**config.mk**
```make
export PLATFORM = sky130hd
export DESIGN_NAME = noc_local_ni
export DESIGN_NICKNAME = d
export VERILOG_FILES = /design/src/rtl/noc_pkg.sv /design/src/rtl/noc_fifo.sv /design/src/rtl/noc_local_ni.sv
export SDC_FILE = /design/constraint.sdc
export NUM_CORES = 1
export LEC_CHECK = 0
export BUFFER_PORTS_ARGS = -buffer_cell sky130_fd_sc_hd__buf_2
export CAP_MARGIN = 20
export CORE_MARGIN = 1
export CORE_UTILIZATION = 25
export DETAILED_ROUTE_END_ITERATION = 8
export PLACE_DENSITY_LB_ADDON = 0.05
export SLEW_MARGIN = 20
export SYNTH_ARGS = -nofsm -noshare
export SYNTH_HDL_FRONTEND = slang
export SYNTH_SLANG_ARGS = --single-unit
```
**constraint.sdc**
```tcl
create_clock -name clk -period 3.76 [get_ports clk]
set_input_delay 0.376 -clock clk [delete_from_list [all_inputs] [get_ports clk]]
set_output_delay 0.376 -clock clk [all_outputs]
set_load 0.03 [all_outputs]
```
**src/rtl/noc_pkg.sv**
```systemverilog
// Shared NoC definitions: flit type encoding, coordinate width and HEAD-flit field positions.
// Used by the local NI, the router and their benches.
package noc_pkg;

    localparam int COORD_W = 4;
    localparam int TYPE_W  = 2;

    typedef enum logic [TYPE_W-1:0] {
        HEAD = 2'b01,
        TAIL = 2'b10
    } flit_type_e;

    // LSB positions of the coordinate fields in a HEAD flit's low bits
    localparam int HDR_DX_LSB = 12;
    localparam int HDR_DY_LSB = 8;
    localparam int HDR_SX_LSB = 4;
    localparam int HDR_SY_LSB = 0;

endpackage

```
**src/rtl/noc_fifo.sv**
```systemverilog
// Synchronous FIFO with wrap-bit pointers; exposes the head entry and the one behind it
// so a consumer can chain entries without a bubble.
module noc_fifo #(
    parameter int WIDTH = 8,
    parameter int DEPTH = 4
) (
    input  logic             clk,
    input  logic             rst_n,
    input  logic             push,
    input  logic [WIDTH-1:0] wr_data,
    input  logic             pop,
    output logic [WIDTH-1:0] rd_data,
    output logic [WIDTH-1:0] rd_next,
    output logic             full,
    output logic             empty,
    output logic             multi
);

    localparam int AW = $clog2(DEPTH);
    localparam int PW = AW + 1;

    logic [WIDTH-1:0] mem [DEPTH];
    logic [PW-1:0]    wr_ptr;
    logic [PW-1:0]    rd_ptr;
    logic [PW-1:0]    count;
    logic [AW-1:0]    rd_nidx;
    logic             do_push;
    logic             do_pop;

    assign count   = wr_ptr - rd_ptr;
    assign empty   = (wr_ptr == rd_ptr);
    assign full    = (wr_ptr[AW] != rd_ptr[AW]) && (wr_ptr[AW-1:0] == rd_ptr[AW-1:0]);
    assign multi   = (count > PW'(1));
    assign rd_nidx = rd_ptr[AW-1:0] + AW'(1);
    assign rd_data = mem[rd_ptr[AW-1:0]];
    assign rd_next = mem[rd_nidx];

    // A pop frees the slot this very cycle, so a push into a full FIFO is legal alongside it
    assign do_pop  = pop && !empty;
    assign do_push = push && (!full || do_pop);

    always_ff @(posedge clk or negedge rst_n) begin
        if (!rst_n) begin
            wr_ptr <= '0;
            rd_ptr <= '0;
        end else begin
            if (do_push) wr_ptr <= wr_ptr + PW'(1);
            if (do_pop)  rd_ptr <= rd_ptr + PW'(1);
        end
    end

    always_ff @(posedge clk) begin
        if (do_push) mem[wr_ptr[AW-1:0]] <= wr_data;
    end

endmodule

```
**src/rtl/noc_local_ni.sv**
```systemverilog
// Local network interface: serialises client requests into HEAD/TAIL flit pairs and
// reassembles received pairs into packets. Define NI_STATS_EN to add packet/misroute counters.
module noc_local_ni
    import noc_pkg::*;
#(
    parameter logic [COORD_W-1:0] XCOORD   = 4'b0001,
    parameter logic [COORD_W-1:0] YCOORD   = 4'b0001,
    parameter int                 DATA_W   = 32,
    parameter int                 TX_DEPTH = 4,
    localparam int                FLIT_W   = DATA_W + 2
) (
    input  logic               clk,
    input  logic               rst_n,
    input  logic               req_valid,
    output logic               req_ready,
    input  logic [COORD_W-1:0] req_dx,
    input  logic [COORD_W-1:0] req_dy,
    input  logic [DATA_W-1:0]  req_data,
    output logic               tx_valid,
    input  logic               tx_ready,
    output logic [FLIT_W-1:0]  tx_flit,
    input  logic               rx_valid,
    output logic               rx_ready,
    input  logic [FLIT_W-1:0]  rx_flit,
    output logic               pkt_valid,
    input  logic               pkt_ready,
    output logic [COORD_W-1:0] pkt_sx,
    output logic [COORD_W-1:0] pkt_sy,
    output logic [DATA_W-1:0]  pkt_data,
    output logic               misroute
`ifdef NI_STATS_EN
    ,
    output logic [15:0]        tx_pkt_cnt,
    output logic [15:0]        rx_pkt_cnt,
    output logic [7:0]         misroute_cnt
`endif
);

    localparam int ENT_W = 2 * COORD_W + DATA_W;

    typedef enum logic [1:0] {TX_IDLE, TX_HEAD, TX_TAIL} tx_state_e;
    typedef enum logic [1:0] {RX_WAIT_HEAD, RX_WAIT_TAIL, RX_FULL} rx_state_e;

    function automatic logic [FLIT_W-1:0] make_flit(input logic is_tail, input logic [ENT_W-1:0] e);
        logic [FLIT_W-1:0] f;
        f = '0;
        if (is_tail) begin
            f[FLIT_W-1 -: TYPE_W] = TAIL;
            f[DATA_W-1:0]         = e[DATA_W-1:0];
        end else begin
            f[FLIT_W-1 -: TYPE_W]      = HEAD;
            f[HDR_DX_LSB +: COORD_W]   = e[ENT_W-1 -: COORD_W];
            f[HDR_DY_LSB +: COORD_W]   = e[ENT_W-COORD_W-1 -: COORD_W];
            f[HDR_SX_LSB +: COORD_W]   = XCOORD;
            f[HDR_SY_LSB +: COORD_W]   = YCOORD;
        end
        return f;
    endfunction

    tx_state_e          tx_state;
    rx_state_e          rx_state;
    logic               run;
    logic               fifo_full;
    logic               fifo_empty;
    logic               fifo_multi;
    logic               fifo_push;
    logic               fifo_pop;
    logic [ENT_W-1:0]   fifo_wdata;
    logic [ENT_W-1:0]   fifo_rdata;
    logic [ENT_W-1:0]   fifo_rnext;
    logic               tx_acc;
    logic               rx_acc;
    logic [TYPE_W-1:0]  rx_type;
    logic [COORD_W-1:0] hdr_dx;
    logic [COORD_W-1:0] hdr_dy;

    // run keeps req_ready low until the first edge after reset release
    always_ff @(posedge clk or negedge rst_n) begin
        if (!rst_n) run <= 1'b0;
        else        run <= 1'b1;
    end

    assign req_ready  = run && !fifo_full;
    assign fifo_push  = req_valid && req_ready;
    assign fifo_wdata = {req_dx, req_dy, req_data};
    assign tx_acc     = tx_valid && tx_ready;
    assign fifo_pop   = tx_acc && (tx_state == TX_TAIL);

    noc_fifo #(
        .WIDTH (ENT_W),
        .DEPTH (TX_DEPTH)
    ) u_tx_fifo (
        .clk     (clk),
        .rst_n   (rst_n),
        .push    (fifo_push),
        .wr_data (fifo_wdata),
        .pop     (fifo_pop),
        .rd_data (fifo_rdata),
        .rd_next (fifo_rnext),
        .full    (fifo_full),
        .empty   (fifo_empty),
        .multi   (fifo_multi)
    );

    // TX: the entry stays in the FIFO until its TAIL is taken; the next HEAD comes from the
    // entry behind it, or straight from the request being pushed when nothing else is queued
    always_ff @(posedge clk or negedge rst_n) begin
        if (!rst_n) begin
            tx_state <= TX_IDLE;
            tx_valid <= 1'b0;
            tx_flit  <= '0;
        end else begin
            case (tx_state)
                TX_IDLE: begin
                    if (!fifo_empty) begin
                        tx_state <= TX_HEAD;
                        tx_valid <= 1'b1;
                        tx_flit  <= make_flit(1'b0, fifo_rdata);
                    end
                end
                TX_HEAD: begin
                    if (tx_ready) begin
                        tx_state <= TX_TAIL;
                        tx_flit  <= make_flit(1'b1, fifo_rdata);
                    end
                end
                TX_TAIL: begin
                    if (tx_ready) begin
                        if (fifo_multi) begin
                            tx_state <= TX_HEAD;
                            tx_flit  <= make_flit(1'b0, fifo_rnext);
                        end else if (fifo_push) begin
                            tx_state <= TX_HEAD;
                            tx_flit  <= make_flit(1'b0, fifo_wdata);
                        end else begin
                            tx_state <= TX_IDLE;
                            tx_valid <= 1'b0;
                            tx_flit  <= '0;
                        end
                    end
                end
                default: begin
                    tx_state <= TX_IDLE;
                    tx_valid <= 1'b0;
                    tx_flit  <= '0;
                end
            endcase
        end
    end

    assign rx_acc  = rx_valid && rx_ready;
    assign rx_type = rx_flit[FLIT_W-1:DATA_W];
    assign hdr_dx  = rx_flit[HDR_DX_LSB +: COORD_W];
    assign hdr_dy  = rx_flit[HDR_DY_LSB +: COORD_W];

    // RX: a HEAD always (re)starts a packet; a TAIL without a preceding HEAD is swallowed
    always_ff @(posedge clk or negedge rst_n) begin
        if (!rst_n) begin
            rx_state  <= RX_WAIT_HEAD;
            rx_ready  <= 1'b0;
            pkt_valid <= 1'b0;
            pkt_sx    <= '0;
            pkt_sy    <= '0;
            pkt_data  <= '0;
            misroute  <= 1'b0;
        end else begin
            misroute <= 1'b0;
            case (rx_state)
                RX_WAIT_HEAD, RX_WAIT_TAIL: begin
                    rx_ready <= 1'b1;
                    if (rx_acc) begin
                        if (rx_type == HEAD) begin
                            rx_state <= RX_WAIT_TAIL;
                            pkt_sx   <= rx_flit[HDR_SX_LSB +: COORD_W];
                            pkt_sy   <= rx_flit[HDR_SY_LSB +: COORD_W];
                            misroute <= ({hdr_dx, hdr_dy} != {XCOORD, YCOORD});
                        end else if ((rx_type == TAIL) && (rx_state == RX_WAIT_TAIL)) begin
                            rx_state  <= RX_FULL;
                            rx_ready  <= 1'b0;
                            pkt_valid <= 1'b1;
                            pkt_data  <= rx_flit[DATA_W-1:0];
                        end
                    end
                end
                RX_FULL: begin
                    if (pkt_ready) begin
                        rx_state  <= RX_WAIT_HEAD;
                        rx_ready  <= 1'b1;
                        pkt_valid <= 1'b0;
                    end
                end
                default: begin
                    rx_state  <= RX_WAIT_HEAD;
                    rx_ready  <= 1'b0;
                    pkt_valid <= 1'b0;
                end
            endcase
        end
    end

`ifdef NI_STATS_EN
    function automatic logic [7:0] sat_inc8(input logic [7:0] v);
        return (v == 8'hFF) ? v : v + 8'd1;
    endfunction

    always_ff @(posedge clk or negedge rst_n) begin
        if (!rst_n) begin
            tx_pkt_cnt   <= '0;
            rx_pkt_cnt   <= '0;
            misroute_cnt <= '0;
        end else begin
            if (fifo_pop)               tx_pkt_cnt   <= tx_pkt_cnt + 16'd1;
            if (pkt_valid && pkt_ready) rx_pkt_cnt   <= rx_pkt_cnt + 16'd1;
            if (misroute)               misroute_cnt <= sat_inc8(misroute_cnt);
        end
    end
`endif

endmodule
```
Word level (Yosys, flattened, before mapping)

Memories as Yosys holds them, arrays and structs flattened.
Cells that the tools add are included.

Add/subtract/negate cells: 4
Magnitude comparators: 1
Eq/ne operators: 20
Muxes and demuxes: 37
Bitwise gates (word level): 2
Reductions and logical operators: 21

Operators by type and width:

| operator              | count |
|---|---|
| $mux W34              | 3 |
| $pmux W34 S3          | 1 |
| $mux W33              | 2 |
| $mux W1               | 19 |
| $ne A2 B2 Y1 const B  | 9 |
| $mux W2               | 7 |
| $logic_and A1 B1 Y1   | 9 |
| $reduce_and A3 Y1     | 3 |
| $ne A8 B5 Y1 const B  | 1 |
| $reduce_and A4 Y1     | 2 |
| $add A3 B1 Y3 const B | 2 |
| $eq A2 B1 Y1 const B  | 3 |
| $eq A2 B2 Y1 const B  | 3 |
| $pmux W2 S3           | 1 |
| $reduce_and A5 Y1     | 1 |
| $logic_not A2 Y1      | 2 |
| $pmux W1 S2           | 2 |
| $pmux W2 S2           | 1 |
| $eq A3 B3 Y1          | 1 |
| $gt A3 B1 Y1 const B  | 1 |
| $ne A3 B3 Y1 const B  | 1 |
| $pmux W1 S3           | 1 |
| $sub A3 B3 Y3         | 1 |
| $add A2 B1 Y2 const B | 1 |
| other kinds (6)       | 8 |

Register bits after elaboration: 89
RAM bits: 160
Output and inout bits: 79
Word-level logic and storage cells: 99
Memories: 1

Memories:

| memory        | depth | bits a word | rd ports | clocked after memory_dff | write ports | line           | source |
|---|---|---|---|---|---|---|---|
| u_tx_fifo.mem | 4     | 40          | 2        | 0                        | 1           | noc_fifo.sv:22 | `logic [WIDTH-1:0] mem [DEPTH];` |

Logic depth before layout (Yosys ltp)

Gate-level depths: netlist of the first run.

Depth after elaboration: 9
Gate-level depth with buffers: 11

Hierarchy

Synthesis of the first run repeated with hierarchy kept, for this count alone.

Cells, all modules: 573
Area, all modules: 10,799.1 um2

By module, submodules not included:

| module       | instances | cells each | area an instance (um2) |
|---|---|---|---|
| noc_fifo     | 1         | 303        | 7,195.7 |
| noc_local_ni | 1         | 270        | 3,603.5 |

Worst setup path before layout of the first run

OpenSTA, ideal clock, no wires.

Path kind: reg2reg
Start: register u_tx_fifo.rd_ptr[1]
End: memory u_tx_fifo.mem[3][0] (netlist bit), enable pin
Data arrival time: 2,870 ps
Path slack: 488 ps
Cell stages (with the launch flop): 10
Path buffers: 4
Clock period less this slack: 3,272 ps
Path through: dfrtp_1 -> buf_6 -> buf_8 -> buf_4 -> buf_2 -> inv_1 -> ha_1 -> and2_1 -> a21oi_4 -> and2_1

Longest elaborated chain between the ends: 8
Elaborated cells on any way between the ends: 12

RTL lines:

| item                            | line                               | source |
|---|---|---|
| from (decl)                     | noc_fifo.sv:24                     | `logic [PW-1:0] rd_ptr;` |
| from (signal assigned)          | noc_fifo.sv:48                     | `if (do_pop) rd_ptr <= rd_ptr + PW'(1);` |
| $eq A2 B2 Y1                    | noc_fifo.sv:32                     | `assign full = (wr_ptr[AW] != rd_ptr[AW]) && (wr_ptr[AW-1:0] == rd_ptr[AW-1:0]);` |
| $logic_and A1 B1 Y1             | noc_fifo.sv:32                     |  |
| $logic_not A1 Y1                | noc_fifo.sv:40, noc_local_ni.sv:83 |  |
| $logic_and A1 B1 Y1             | noc_local_ni.sv:83                 | `assign req_ready = run && !fifo_full;` |
| $logic_and A1 B1 Y1             | noc_local_ni.sv:84                 | `assign fifo_push = req_valid && req_ready;` |
| $logic_and A1 B1 Y1 *           | noc_fifo.sv:40                     | `assign do_push = push && (!full \|\| do_pop);` |
| $mux W1 *                       | noc_fifo.sv:53                     | `if (do_push) mem[wr_ptr[AW-1:0]] <= wr_data;` |
| $mux W1 (not written as such) * | noc_fifo.sv:53                     |  |
| to (decl)                       | noc_fifo.sv:22                     |  |

Mark *: on every way between the ends. The rest lies on a longest branch, timed or not.

Final worst setup path of the first run

Start: register u_tx_fifo.rd_ptr[1]
End: output req_ready

Longest elaborated chain between the ends: 4

RTL lines:

| item                | line               | source |
|---|---|---|
| $eq A2 B2 Y1        | noc_fifo.sv:32     |  |
| $logic_and A1 B1 Y1 | noc_fifo.sv:32     |  |
| $logic_not A1 Y1    | noc_local_ni.sv:83 |  |
| $logic_and A1 B1 Y1 | noc_local_ni.sv:83 |  |
| to (decl)           | noc_local_ni.sv:15 | `output logic req_ready,` |

No other way between the ends.

==> reports/results.tsv, run 1 <==
metric	value	unit
grt_max_degree	52	
syn_nets	611	
remaining_drc_errors	0	
synthTopCellsByCount	edfxtp_1, dfrtp_1, mux4_2, mux2_1, a22o_1	
cts_resized	0	
grt_util_all_layers	12.3	%
gp_congestion	0.716	
tightest_slew	979	ps
fmax	368	MHz
syn_avg_cell_area	18.9	sq um
area_growth	27.3	%
ir_drop	0.324	mV
hpwlAfterDp	15.9	mm
firstDrtPassIters	4	
ys_ff_latch	247	
dr.first_iter.drc_count	185	
fp-row-count	72	
report.final.setup_viol	0	
final.setup.tns	0	ps
relSlewSlack	34.7	%
ys_types	47	
status	finished, final reports clean	
min_period	2710	ps
clk_pin_slew	60	ps
required	3380	ps
critPathCaptureType	output pin	
start_util	25.4	%
viasPerCell	4.32	
synth_cells	523	
die_area	40300	sq um
top_usage_layer	met2	
synth_top_cell_by_area	edfxtp_1	
drtAntennaViolNets	0	
min_path_type	input port to register	
die-width	201	microns
clockBufferDepth	3	
wl_per_cell	19.3	microns
vias	5477	
arrival	2340	ps
cts_made_buffers	30	
fin_skew	12.5	ps
async_flop_share	35.2	%
yosysWarnings	0	
antenna_cells	0	
synthesis.area	9870	sq um
grt_pass1_wl	37.7	mm
io_pins	159	
core	38800	sq um
fin_crit_sh	72.2	%
cp_cell_sequence	inv_1 > ha_1 > and2_1 > buf_4 > a21boi_0 > buf_2	
cts_tree	yes	
synth_edf_count	160	
use_met2	21.0	%
met1_usage	15.4	%
rsz0062_at_grt	false	
hold_violations	0	
report.final.slew_viol_count	0	
max_stage_delay	480	ps
p_leak	4.88	nW
clock_sinks	247	
insertion_delay	570	ps
ctsHtreeMaxLevel	1	
yosysMostFrequentCell	edfxtp_1	
ys.flop_type	edfxtp_1	
cp_slowest_cell	dfrtp_2	
yosys-top-cells-area	edfxtp_1, dfrtp_1, mux4_2, mux2_1, a22o_1	
maxCapViolCount	0	
crit_type	register to output pin	
drive_gt1_share	39.9	%
use_met3	2.69	%
grt_pass1_vias	6155	
fin_nets	813	
critical_path.startpoint_type	register	
yosysSeqAreaShare	70.7	%
root_buffer	clkbuf_16	
cp_max_fo	9	
routed_wl	24.5	mm
grt_overflow	0	
synthDominantCellAreaShare	48.7	%
die_h	201	microns
antenna_found_initial	1	
power.density	853	nW/um^2
place_inst	1190	
numPortBuffers	158	
fin_cells	1267	
-- worst max-delay path, delay by kind of cell (launching register included) --
kind,cells,cell delay (ps)
DFF,1,480
adders and majority gates,1,280
AOI/OAI and AO/OA,1,240
and+or+nand+nor,1,250
buffers and inverters,3,530
-- cells in the final DEF, fill, tap and decap left out, types with 2 or more instances in the layout --
master and count:
a21oi_1 11, a22o_1 22, and2_1 2, and2_2 4, buf_2 157, buf_4 19
bufinv_16 6, clkbuf_1 6, clkbuf_16 30, clkbuf_8 2, clkinv_1 4, clkinv_2 6
dfrtp_1 85, dlygate4sd3_1 21, edfxtp_1 160, ha_1 7, inv_1 4, mux2_1 32
mux2_2 17, mux2i_1 8, mux4_1 4, mux4_2 44, nand2_1 20, nand2b_1 3
nand3_1 12, nand4_1 4, nor2_1 5, nor4b_1 3, o211ai_1 8, o21ai_0 13
or3b_1 2, xnor2_1 3, xor2_1 2
-- registers in the layout, summed over array words and instances (netlist names), 2 cells and up --
name              cells
u_tx_fifo.mem       160
tx_flit              33
pkt_data             32
pkt_sx                4
pkt_sy                4
u_tx_fifo.rd_ptr      3
u_tx_fifo.wr_ptr      3
rx_state              2
-- path summary, 6_finish.rpt --
path,from,to,slack (ps),cells past startpoint
setup / recovery,u_tx_fifo.rd_ptr[1]$_DFFE_PN0P_,req_ready,1050,6
hold / removal,rx_flit[17],pkt_data[17]$_DFFE_PN0P_,30,2
setup reg to reg,u_tx_fifo.rd_ptr[1]$_DFFE_PN0P_,u_tx_fifo.mem[3][39]$_DFFE_PP_,1250,6
hold reg to reg,pkt_valid$_DFFE_PN0P_,pkt_valid$_DFFE_PN0P_,480,2
max in group asynchronous,rst_n,pkt_sx[0]$_DFFE_PN0P_,2530,3
min in group asynchronous,rst_n,tx_flit[5]$_DFFE_PN0P_,430,2
-- final cells by class --
cell class | count | area (sq um)
multi-input combinational | 243 | 2700
timing repair buffer | 198 | 1160
clock buffer | 38 | 801
sequential | 247 | 6990
fill | 3821 | 26300
clock inverter | 18 | 249
inverter | 5 | 18.8
tap | 518 | 648
-- metal layers --
layer / part of all wire (%) / wire [microns]
met1: 43 / 10500
met2: 50 / 12100
met3: 4.9 / 1190
met4: 2.4 / 588
met5: 0.033 / 8
-- report_power, final --
| group | total [W] | internal, W | switching (W) |
|---|---|---|---|
| Combinational | 0.00381 | 0.00149 | 0.00232 |
| Clock | 0.00303 | 0.00191 | 0.00112 |
| Sequential | 0.00388 | 0.00355 | 0.000329 |
| Total | 0.0107 | 0.00694 | 0.00377 |
-- kinds of logic after synthesis --
kind of cell               after synthesis  share of synthesized area [%]
DFF                                    247                           70.7
muxes                                  106                           17.7
and+or+nand+nor                         62                           3.37
AOI/OAI and AO/OA                       60                           4.49
buffers and inverters                   33                           1.99
adders and majority gates                8                           1.09
xor gates and xnor gates                 6                          0.609
other                                    1                         0.0380
-- stage by stage --
step / hold slack [ps] / instance area (sq um) / power [W] / util (%) / setup slack, ps
floorplan: 80.4 / 9870 / 0.00665 / - / 488
global placement: 460 / 11300 / 0.00780 / 29.1 / 1280
detailed placement: 476 / 11300 / 0.00784 / 29.1 / 1200
CTS: 0.720 / 12600 / 0.0110 / 32.4 / 962
global route: 9.28 / 12600 / 0.0113 / 32.4 / 901
finish: 29.6 / 12600 / 0.0107 / 32.4 / 1050
-- timing repair --
item / 4_1_cts / 5_1_grt
hold endpoints to repair: 106 / 0
buffers inserted: 0 / 0
hold buffers: 21 / 0
No activity file was read; power rests on OpenSTA's default activity.
==> run 2: changes to the inputs <==
==> constraint.sdc (replaced) <==
create_clock -name clk -period 2.5 [get_ports clk]
set_input_delay 0.25 -clock clk [delete_from_list [all_inputs] [get_ports clk]]
set_output_delay 0.25 -clock clk [all_outputs]
set_load 0.03 [all_outputs]
==> reports/results.tsv, run 2 (same netlist as run 1, synthesis figures left out) <==
metric	value	unit	change
hpwlAfterDp	15.7	mm	-1.2%
insertion_delay	570	ps	about the same
rrSetupSlack	310	ps	-940 ps
report.final.slew_viol_count	0		unchanged
clockBufferDepth	3		unchanged
report.final.setup_viol	0		unchanged
cp_max_fo	14		+5
start_util	25.4	%	unchanged
core	38800	sq um	unchanged
drtAntennaViolNets	0		unchanged
fp-row-count	72		unchanged
viasPerCell	4.30		-0.51%
die_h	201	microns	unchanged
drive_gt1_share	37.8	%	-2.1 points
antenna_found_initial	0		-1
crit_type	register to output pin		
power.density	1220	nW/um^2	+43%
critPathCaptureType	output pin		
ctsHtreeMaxLevel	1		unchanged
arrival	1990	ps	-350 ps
place_inst	1196		+0.50%
fillers	3751		-1.8%
hold_start	rx_flit[33]		
grt_overflow	0		unchanged
dr.first_iter.drc_count	190		+2.7%
relSlewSlack	58.9	%	+24 points
fin_nets	871		+7.1%
io_pins	159		unchanged
cp_slowest_cell	dfrtp_1		
fmax	447	MHz	
hold_violations	0		unchanged
layout_commonest_cell	edfxtp_1		
antenna_cells	0		unchanged
hold_path_end	rx_state[0]$_DFFE_PN0P_		
grt_max_degree	51		-1.9%
reg2reg_depth	6		unchanged
largest_reg_flops	160		unchanged
grt_pass1_vias	6224		+1.1%
wl_per_cell	18.6	microns	-3.5%
gp_congestion	0.714		-0.27%
cts_tree	yes		
die_area	40300	sq um	unchanged
layout_common_cells	edfxtp_1, buf_2, dfrtp_1		
grt_util_all_layers	12.4	%	+0.13 points
vias	5694		+4.0%
remaining_drc_errors	0		unchanged
numPortBuffers	158		unchanged
required	2250	ps	-1130 ps
fin_cells	1324		+4.5%
fin_skew	18.1	ps	+5.54 ps
post_cts_buffers	0		unchanged
min_period	2240	ps	
area_growth	33.2	%	
holdPathStages	4		+2
routed_wl	24.7	mm	+0.85%
final.setup.tns	0	ps	unchanged
min_path_type	input port to register		
max_stage_delay	400	ps	-80 ps
clk_pin_slew	60	ps	about the same
grt_pass1_wl	38.1	mm	+0.84%
status	finished, final reports clean		
root_buffer	clkbuf_16		
tightest_slew	616	ps	-362 ps
cts_resized	0		unchanged
critical_path.startpoint_type	register		
r2r_end	tx_valid$_DFFE_PN0P_		
p_leak	5.12	nW	+4.9%
die-width	201	microns	unchanged
rsz0062_at_grt	false		
firstDrtPassIters	4		unchanged
r2r_start	u_tx_fifo.rd_ptr[0]$_DFFE_PN0P_		
maxCapViolCount	0		unchanged
cts_made_buffers	29		-3.3%
ir_drop	0.602	mV	+86%
clock_sinks	247		unchanged
cp_cell_sequence	inv_1 > ha_1 > and2_4 > a21boi_1 > buf_2		
fin_crit_sh	89.4	%	
[run 2: changes by cell type in the layout (fill, tap and decap cells not counted), sizes merged]
cell | previous run | this run
buf | 177 | 183
clkbuf | 38 | 35
bufinv | 6 | 3
dlygate4sd3 | 21 | 74
inv | 5 | 7
clkinv | 11 | 13
[run 2: routing by layer]
metal / global-route usage [%] / vias up / share of wire, % / wire length (microns)
met5: 0 / - / 0 / 0
met4: 4.06 / 0 / 2.9 / 717
met3: 2.34 / 43 / 3.8 / 930
met2: 21.7 / 140 / 50 / 12200
met1: 15.5 / 2911 / 44 / 10800
li1: - / 2600 / - / -
[run 2: critical path: cells and delay by family (launching register included)]
kind | cells | cell delay, ps
DFF | 1 | 400
buffers and inverters | 2 | 370
and+or+nand+nor | 1 | 200
AOI/OAI and AO/OA | 1 | 200
adders and majority gates | 1 | 250
[run 2: stage by stage]
stage	total power, W	setup slack, ps	hold slack, ps	util [%]	instance area, sq um
floorplan	0.0100	47.6	-45.6	-	9890
global placement	0.0119	343	297	29.5	11500
detailed placement	0.0120	321	301	29.5	11500
CTS	0.0164	187	13.9	33.9	13100
global route	0.0169	135	72.2	33.9	13100
finish	0.0160	265	51.5	33.9	13100
[run 2: how the worst max path moves through the flow]
| stage | start | endpoint | slack (ps) | cells after the start |
|---|---|---|---|---|
| 2_1_floorplan | u_tx_fifo.rd_ptr[1]$_DFFE_PN0P_ | u_tx_fifo.mem[3][0]$_DFFE_PP_ | 50 | 9 |
| 3_3_place_gp | u_tx_fifo.rd_ptr[0]$_DFFE_PN0P_ | tx_valid$_DFFE_PN0P_ | 340 | 6 |
| 3_5_place_dp | u_tx_fifo.rd_ptr[0]$_DFFE_PN0P_ | tx_valid$_DFFE_PN0P_ | 320 | 6 |
| 4_1_cts | u_tx_fifo.wr_ptr[0]$_DFFE_PN0P_ | req_ready | 190 | 5 |
| 5_1_grt | u_tx_fifo.wr_ptr[0]$_DFFE_PN0P_ | req_ready | 140 | 5 |
| 6_report | u_tx_fifo.wr_ptr[0]$_DFFE_PN0P_ | req_ready | 260 | 5 |
[run 2: repair_timing]
action | 4_1_cts | 5_1_grt
endpoints found under the setup margin | 0 | 0
hold endpoints to repair | 245 | 0
hold buffers | 74 | 0
[run 2: cell type report]
| type | count | area [sq um] | area share (%) |
|---|---|---|---|
| flip-flops and latches | 247 | 6990 | 53.1 |
| clock inverters | 19 | 173 | 1.31 |
| repair buffers | 257 | 1830 | 14.0 |
| inverters | 5 | 18.8 | 0.143 |
| well taps | 518 | 648 | 4.93 |
| multi-input cells | 243 | 2710 | 20.6 |
| clock buffers | 35 | 778 | 5.92 |
[run 2: power breakdown]
group          internal, W  switching (W)
registers          0.00533       0.000478
logic              0.00242        0.00359
clock network      0.00251        0.00168
total               0.0103        0.00575
==> run 3: changes to the inputs <==
--- a/config.mk
+++ b/config.mk
@@ -5,6 +5,7 @@
 export SDC_FILE = /design/constraint.sdc
 export NUM_CORES = 1
 export LEC_CHECK = 0
+export ABC_AREA = 1
 export BUFFER_PORTS_ARGS = -buffer_cell sky130_fd_sc_hd__buf_2
 export CAP_MARGIN = 20
 export CORE_MARGIN = 1
==> reports/results.tsv, run 3 <==
metric	value	unit	change
numPortBuffers	158		unchanged
min_period	2270	ps	+32.9 ps
drtAntennaViolNets	0		unchanged
start_util	25.4	%	about the same
syn_avg_cell_area	10.2	sq um	-46%
rrSetupSlack	230	ps	-80 ps
grt_max_degree	92		+80%
synth_top_cell_by_area	edfxtp_1		
synth_cells	1014		+94%
syn_nets	1102		+80%
ys_ff_latch	247		unchanged
relSlewSlack	34.9	%	-24 points
arrival	2710	ps	+720 ps
firstDrtPassIters	5		+1
root_buffer	clkbuf_16		
synthTopCellsByCount	nand2_1, edfxtp_1, inv_1, dfrtp_1, nand3_1		
critical_path.startpoint_type	register		
clk_pin_slew	60	ps	about the same
remaining_drc_errors	0		unchanged
ctsHtreeMaxLevel	1		unchanged
cpMostUsedCell	nand3_1		
ir_drop	0.510	mV	-15%
fin_skew	12.9	ps	-5.16 ps
status	finished, final reports clean		
report.final.setup_viol	0		unchanged
gp_congestion	0.728		+2.0%
largest_reg_flops	160		unchanged
synthDominantCellAreaShare	46.3	%	-2.4 points
fp-row-count	74		+2.8%
report.final.slew_viol_count	0		unchanged
yosys-top-cells-area	edfxtp_1, dfrtp_1, nand2_1, inv_1, nand3_1		
critPathCaptureType	register		
maxCapViolCount	0		unchanged
grt_util_all_layers	13.9	%	+1.4 points
grt_pass1_wl	44.8	mm	+18%
viasPerCell	4.20		-2.4%
die-width	206	microns	+2.5%
min_path_type	input port to register		
ys.flop_type	edfxtp_1		
cts_made_buffers	30		+3.4%
routed_wl	29.2	mm	+18%
fin_nets	1343		+54%
power.density	1200	nW/um^2	-1.3%
cts_tree	yes		
layout_common_cells	nand2_1, edfxtp_1, buf_2		
die_area	42300	sq um	+5.1%
synthesis.area	10400	sq um	+5.1%
antenna_found_initial	2		+2
fmax	441	MHz	-1.5%
ys_types	27		-43%
vias	7603		+34%
cp_cell_sequence	ha_1 > fa_1 > nand3_1 > nand2_1 > nand3_1 > nand2_1 > nand3_1		
layout_commonest_cell	nand2_1		
yosysWarnings	0		unchanged
fin_ws	232	ps	-32.9 ps
fin_crit_sh	90.7	%	+1.3 points
required	2940	ps	+690 ps
hpwlAfterDp	17.5	mm	+12%
final.setup.tns	0	ps	unchanged
p_leak	6.13	nW	+20%
grt_pass1_vias	7419		+19%
cp_max_fo	12		-2
synth_edf_count	160		unchanged
dr.first_iter.drc_count	406		+110%
die_h	206	microns	+2.5%
wl_per_cell	16.1	microns	-14%
drive_gt1_share	19.1	%	-19 points
clock_sinks	247		unchanged
insertion_delay	570	ps	about the same
dp_slack	219	ps	-102 ps
crit_type	register to register		
rsz0062_at_grt	false		
io_pins	159		unchanged
clockBufferDepth	3		unchanged
yosysSeqAreaShare	67.3	%	-3.4 points
area_growth	31.7	%	
async_flop_share	35.2	%	unchanged
tightest_slew	976	ps	+360 ps
core	40800	sq um	+5.2%
grt_overflow	0		unchanged
max_stage_delay	550	ps	+150 ps
yosysMostFrequentCell	nand2_1		
cp_slowest_cell	fa_1		
hold_violations	0		unchanged
[run 3: final cells by class]
cell class | instances | area [sq um]
Tap cell | 532 | 666
Antenna cell | 1 | 2.50
Clock buffer | 41 | 842
Timing Repair Buffer | 254 | 1790
Clock inverter | 15 | 141
Fill cell | 4187 | 27200
Multi-Input combinational cell | 603 | 2790
Inverter | 119 | 447
Sequential cell | 247 | 6990
[run 3: critical path, delay by kind of cell, from the launching register on]
| kind | cells | cell delay [ps] |
|---|---|---|
| flops | 1 | 490 |
| simple gates | 5 | 870 |
| fa+ha+maj | 2 | 780 |
[run 3: kinds of logic (layout without fill, tap and decap cells)]
| logic type | count (synthesis) | after routing | synth area share, % |
|---|---|---|---|
| buffers and inverters | 164 | 429 | 6.30 |
| flip-flops | 247 | 247 | 67.3 |
| adder cells (fa/ha/maj) | 8 | 8 | 1.04 |
| AO/OA/AOI/OAI | 110 | 110 | 6.57 |
| other | 1 | 2 | 0.0362 |
| XOR/XNOR | 4 | 4 | 0.338 |
| AND/OR/NAND/NOR | 480 | 480 | 18.4 |
[run 3: worst paths after layout]
check,start,to,cells after the start
setup reg to reg,u_tx_fifo.rd_ptr[0]$_DFFE_PN0P_,tx_flit[0]$_DFFE_PN0P_,7
setup / recovery,u_tx_fifo.rd_ptr[0]$_DFFE_PN0P_,tx_flit[0]$_DFFE_PN0P_,7
hold reg to reg,pkt_data[27]$_DFFE_PN0P_,pkt_data[27]$_DFFE_PN0P_,2
max in group asynchronous,rst_n,tx_flit[1]$_DFFE_PN0P_,3
min in group asynchronous,rst_n,tx_flit[11]$_DFFE_PN0P_,3
hold / removal,rx_flit[33],rx_state[0]$_DFFE_PN0P_,5
[run 3: timing repair]
action                     in CTS  in global routing
setup endpoints to repair       0                  0
setup buffers                   0                  0
resized for setup               0                  0
hold endpoints to repair      290                  0
hold buffers                   75                  0
[run 3: per-stage QoR]
| step | power, W | util (%) | instance area, sq um | std cells | hold WS, ps |
|---|---|---|---|---|---|
| floorplan | 0.0100 | - | 10400 | 1014 | -45.6 |
| global placement | 0.0123 | 29.2 | 11900 | 1680 | 351 |
| detailed placement | 0.0123 | 29.2 | 11900 | 1680 | 358 |
| CTS | 0.0168 | 33.4 | 13700 | 1811 | 22.8 |
| global route | 0.0177 | 33.5 | 13700 | 1812 | 84.9 |
| finish | 0.0164 | 33.5 | 13700 | 1812 | 60.8 |
[run 3: routing by layer]
metal | wire [microns] | global-route usage, % | vias to the layer above
met3 | 1390 | 2.49 | 35
met2 | 12800 | 21.5 | 174
li1 | - | - | 3814
met5 | 0 | 0 | -
met4 | 458 | 3.49 | 0
met1 | 14500 | 19.9 | 3580
[run 3: where the power goes]
| part | total, W | internal [W] | switching, W |
|---|---|---|---|
| Clock | 0.00430 | 0.00256 | 0.00174 |
| Combinational | 0.00643 | 0.00193 | 0.00450 |
| Sequential | 0.00568 | 0.00527 | 0.000410 |
